==> config.mk <==
export PLATFORM = sky130hd
export DESIGN_NAME = byte_serializer
export DESIGN_NICKNAME = d
export VERILOG_FILES = /design/src/rtl/byte_serializer.sv
export SDC_FILE = /design/constraint.sdc
export NUM_CORES = 1
export LEC_CHECK = 0
export BUFFER_PORTS_ARGS = -buffer_cell sky130_fd_sc_hd__buf_2
export CORE_MARGIN = 2
export CORE_UTILIZATION = 56
export CTS_CLUSTER_SIZE = 40
export DETAILED_ROUTE_END_ITERATION = 12
export GPL_TIMING_DRIVEN = 1
export PLACE_DENSITY = 0.95
export RECOVER_POWER = 50
export SYNTH_ARGS = -nofsm -noshare
export SYNTH_HDL_FRONTEND = slang
export SYNTH_SLANG_ARGS = --single-unit
export TNS_END_PERCENT = 20
==> constraint.sdc <==
create_clock -name clk -period 5.2 [get_ports clk]
set_clock_uncertainty 0.1 [all_clocks]
set_input_delay 1.04 -clock clk [delete_from_list [all_inputs] [get_ports clk]]
set_output_delay 1.04 -clock clk [all_outputs]
set_load 0.02 [all_outputs]
==> src/rtl/byte_serializer.sv <==
// byte_serializer: captures a 32-bit word presented as four byte lanes and
// emits it one byte per cycle over a valid/ready stream.
//
// Parameters:
//   MSB_FIRST  1: emit B1,B2,B3,B4   0: emit B4,B3,B2,B1
// Ports:
//   clk        single clock, rising edge
//   reset      synchronous active-low reset
//   in_valid   upstream word presented on B1..B4
//   B1..B4     byte lanes, word bits [31:24],[23:16],[15:8],[7:0]
//   in_ready   word accepted this cycle when in_valid is also high
//   out_valid  out_data holds a valid byte
//   out_ready  downstream takes out_data this cycle
//   out_data   current byte (8'h00 when out_valid is low)
//   out_last   current byte is the 4th of its word
//   word_cnt   fully emitted words, modulo 256
module byte_serializer #(
  parameter int unsigned MSB_FIRST = 1
) (
  input  logic       clk,
  input  logic       reset,
  input  logic       in_valid,
  input  logic [7:0] B1,
  input  logic [7:0] B2,
  input  logic [7:0] B3,
  input  logic [7:0] B4,
  output logic       in_ready,
  output logic       out_valid,
  input  logic       out_ready,
  output logic [7:0] out_data,
  output logic       out_last,
  output logic [7:0] word_cnt
);

  typedef enum logic {StIdle, StSend} state_e;

  state_e      state_q, state_d;
  logic [1:0]  idx_q, idx_d;
  logic [31:0] word_q, word_d;
  logic [7:0]  cnt_q, cnt_d;

  logic       accept;
  logic       xfer;
  logic [1:0] lane;

  always_ff @(posedge clk) begin
    if (!reset) begin
      state_q <= StIdle;
      idx_q   <= 2'd0;
      word_q  <= 32'd0;
      cnt_q   <= 8'd0;
    end else begin
      state_q <= state_d;
      idx_q   <= idx_d;
      word_q  <= word_d;
      cnt_q   <= cnt_d;
    end
  end

  always_comb begin
    // Ready on the last byte lets the next word load with no idle bubble.
    in_ready  = reset & ((state_q == StIdle) |
                         ((state_q == StSend) & (idx_q == 2'd3) & out_ready));
    out_valid = (state_q == StSend);
    out_last  = out_valid & (idx_q == 2'd3);
    accept    = in_valid & in_ready;
    xfer      = out_valid & out_ready;

    // Lane 0 is B1; LSB-first order walks the lanes backwards.
    lane = (MSB_FIRST != 0) ? idx_q : (2'd3 - idx_q);
    out_data = 8'h00;
    if (out_valid) begin
      case (lane)
        2'd0:    out_data = word_q[31:24];
        2'd1:    out_data = word_q[23:16];
        2'd2:    out_data = word_q[15:8];
        default: out_data = word_q[7:0];
      endcase
    end
    word_cnt = cnt_q;
  end

  always_comb begin
    state_d = state_q;
    idx_d   = idx_q;
    word_d  = word_q;
    cnt_d   = cnt_q;
    unique case (state_q)
      StIdle: begin
        if (accept) begin
          state_d = StSend;
          idx_d   = 2'd0;
          word_d  = {B1, B2, B3, B4};
        end
      end
      StSend: begin
        if (xfer) begin
          if (idx_q == 2'd3) begin
            cnt_d = cnt_q + 8'd1;
            idx_d = 2'd0;
            if (accept) begin
              word_d = {B1, B2, B3, B4};
            end else begin
              state_d = StIdle;
            end
          end else begin
            idx_d = idx_q + 2'd1;
          end
        end
      end
      default: state_d = StIdle;
    endcase
  end

endmodule

==> impl_metrics.csv <==
group,metric,value,unit
layout,post_route_cells_drive_above_1_share,19.3,%
power_and_ir_drop,power.density_cell_area,265,nW/um^2
sta,grt_setup_unrepaired,"no",
grt,antenna_found_initial,0,
cts,htree_levels,2,
logic_synthesis,yosysUniqueCellTypes,26,
placement,port_buffers,54,
floorplan,boundaryPins,55,
worst_hold_path,worstHoldPathType,"flip-flop to flip-flop",
placement,detailed_place.area,2320,sq um
critical_path,worst-path-max-fanout,45,
critical_path,critPathLaunchType,"input port",
layout,areaGrowthSynthToFinish,15.2,%
floorplan,die_h,64.7,um
logic_synthesis,synthesis.nets,275,
cts,cts_tree,"done",
sta,hold_violations,0,
critical_path,cp.arrival,3.60,ns
detailed_routing,route.detailed.wl_per_inst,12.1,um
logic_synthesis,ys.flop_type,"sky130_fd_sc_hd__dfxtp_1",
floorplan,floorplan.initialDensity,57.2,%
cts,cts_made_buffers,5,
sta,tightest_slew,1.86,ns
placement,preCtsSetupSlack,2.01,ns
layout,diodes,0,
critical_path,path_buf_inv,1,
layout,mostFrequentLayoutCell,"sky130_fd_sc_hd__nand2_1",
cts,cts_root_buffer,"sky130_fd_sc_hd__clkbuf_8",
sta,setup_tns,0,ns
detailed_routing,route.detailed.vias_per_inst,5.22,
critical_path,critPathCaptureType,"flip-flop",
detailed_routing,routed_wl,3.97,mm
power_and_ir_drop,design_power_total,631,uW
grt,grt_pass1_vias,1579,
outcome,violations_in_the_final_reports,"capacitance limit, slew limit",
floorplan,die_width,64.7,um
floorplan,design.core.area,3610,sq um
detailed_routing,drt-initial-drc-count,105,
power_and_ir_drop,vdd_ir_drop_max,0.173,mV
sta,maxSlewHeadroom,-24.6,%
logic_synthesis,mappedNetlistArea,2060,sq um
cts,path_clk_slew,0.07,ns
logic_synthesis,async_reset_ff_share,0,%
logic_synthesis,yosysSeqAreaShare,41.7,%
critical_path,worst_path_largest_cell_delay,1.46,ns
cts,cts_hold_buffers,0,
logic_synthesis,synth_seq_cells,43,
layout,most-common-layout-cells,"sky130_fd_sc_hd__nand2_1, sky130_fd_sc_hd__dfxtp_1, sky130_fd_sc_hd__buf_2",
sta,setup_violations,0,
floorplan,dieArea,4190,sq um
cts,largest_buffer_count_on_any_clock_path,2,
critical_path,worstSetupPathType,"input port to flip-flop",
critical_path,ordered_list_of_cells_on_the_worst_path,"buf_2 > nand3_1 > mux2i_1",
grt,gr-usage-all-layers,20.6,%
cts,clkLatencyLatePin,0.29,ns
sta,post-route-period-util,67.8,%
power_and_ir_drop,total_leakage_power,1.26,nW
sta,timing.final.ws_setup,1.67,ns
placement,place.gp.congestion,0.744,
floorplan,placement_rows,22,
detailed_routing,remaining_drc_errors,0,
sta,layout_min_cycle_time,3.53,ns
layout,fill_cells,320,
logic_synthesis,yosysWarnings,0,
cts,postCtsSetupBuffers,0,
grt,grt_first_pass_wirelength,6.70,mm
critical_path,path_delay_family,"simple AND/OR/NAND/NOR gates",
logic_synthesis,synth_instances,233,
cts,cts.repair.resized,0,
sta,max_freq,284,MHz
logic_synthesis,count_of_flip_flops_with_a_built_in_enable_after_synthesis,0,
sta,hold-worst-slack,0.361,ns
cts,cts.sink_count,43,
layout,final_area,2380,sq um
logic_synthesis,postSynthAreaPerCell,8.86,sq um
critical_path,crit_path_top_delay_cell,"sky130_fd_sc_hd__nand3_1",
layout,finish.net_count,323,
grt,grt_max_degree,46,
critical_path,required,5.28,ns
sta,finalMaxSlewViolations,33,
run,max_cap_violations,1,
outcome,status,"finished with violations",
placement,total_half_perimeter_wirelength_after_legalization_and_detailed_placement,2.85,mm
detailed_routing,via_count,1712,
detailed_routing,ant_nets,0,
detailed_routing,drt_pass1_iterations,4,
grt,global_route.overflow_total,0,
==> routing by layer <==
metal | up-vias | routed length [um] | global-route usage (%)
met3 | 5 | 273 | 4.69
met1 | 783 | 1670 | 24.5
met4 | 0 | 48 | 6.38
met2 | 60 | 1970 | 36.6
met5 | - | 0 | 0
li1 | 864 | - | -
==> power breakdown <==
| part | internal, mW | leakage, nW | switching [mW] |
|---|---|---|---|
| clock network | 0.0891 | 0.0361 | 0.107 |
| registers | 0.348 | 0.353 | 0.0122 |
| logic | 0.0371 | 0.871 | 0.0376 |
| total | 0.474 | 1.26 | 0.156 |
==> state kept, by name (all words and copies together) (netlist names) <==
name,cells
idx_q,2
out_valid,1
word_cnt,8
word_q,32
==> layout make-up <==
type | instances | area, sq um | share of cell area, %
Clock buffer | 5 | 68.8 | 2.89
Inverter | 35 | 131 | 5.53
Sequential cell | 43 | 861 | 36.2
Timing Repair Buffer | 54 | 256 | 10.8
Multi-Input combinational cell | 142 | 992 | 41.7
Tap cell | 48 | 60.1 | 2.53
Clock inverter | 1 | 7.51 | 0.316
==> worst reg2reg max path, stage by stage, from the launching register on <==
cell and delay, ns:
sky130_fd_sc_hd__dfxtp_1 0.44, sky130_fd_sc_hd__ha_1 0.33, sky130_fd_sc_hd__a21bo_2 0.19, sky130_fd_sc_hd__nand3_1 1.25, sky130_fd_sc_hd__mux2i_1 0.55
==> cell usage after synthesis, types with 2 or more instances <==
master                      n  share of area (%)
sky130_fd_sc_hd__dfxtp_1   43                 42
sky130_fd_sc_hd__and2_1    11                3.3
sky130_fd_sc_hd__buf_6      3                1.6
sky130_fd_sc_hd__mux2i_1   34                 16
sky130_fd_sc_hd__nand2_1   43                7.8
sky130_fd_sc_hd__ha_1       6                3.6
sky130_fd_sc_hd__xnor2_1    2               0.85
sky130_fd_sc_hd__a21boi_0   4                1.5
sky130_fd_sc_hd__or3_1      2               0.61
sky130_fd_sc_hd__clkbuf_1  10                1.8
sky130_fd_sc_hd__a21boi_1   3                1.1
sky130_fd_sc_hd__nor2b_1    2               0.61
sky130_fd_sc_hd__o31ai_1    2               0.73
sky130_fd_sc_hd__a222oi_1   8                3.9
sky130_fd_sc_hd__or4_1      2               0.73
sky130_fd_sc_hd__nand4_1    3               0.91
sky130_fd_sc_hd__inv_1     35                6.4
sky130_fd_sc_hd__or3_2      2               0.73
sky130_fd_sc_hd__o21ai_0   11                2.7
==> through the flow <==
stage	utilization (%)	instances
finish	65.9	328
global route	65.9	328
CTS	66.5	328
detailed placement	64.4	322
global placement	64.4	322
floorplan	-	233
==> cells by family (layout without fill, tap and decap cells) <==
family	Yosys count	after routing	share of synthesized area [%]
AND/OR/NAND/NOR	70	70	16.7
adder cells (fa/ha/maj)	6	6	3.64
flip-flops	43	43	41.7
buffers and inverters	48	95	9.82
AO/OA/AOI/OAI	30	30	10.7
XOR/XNOR	2	2	0.849
multiplexers	34	34	16.5
==> worst paths after layout <==
check                   from    endpoint  slack, ns  cells after the start
setup / recovery       reset  word_q[12]       1.67                      3
hold / removal    word_q[24]  word_q[24]       0.36                      2
setup reg to reg    idx_q[0]  word_q[12]       2.23                      4
hold reg to reg   word_q[24]  word_q[24]       0.36                      2
(Power assumes the default switching activity.)
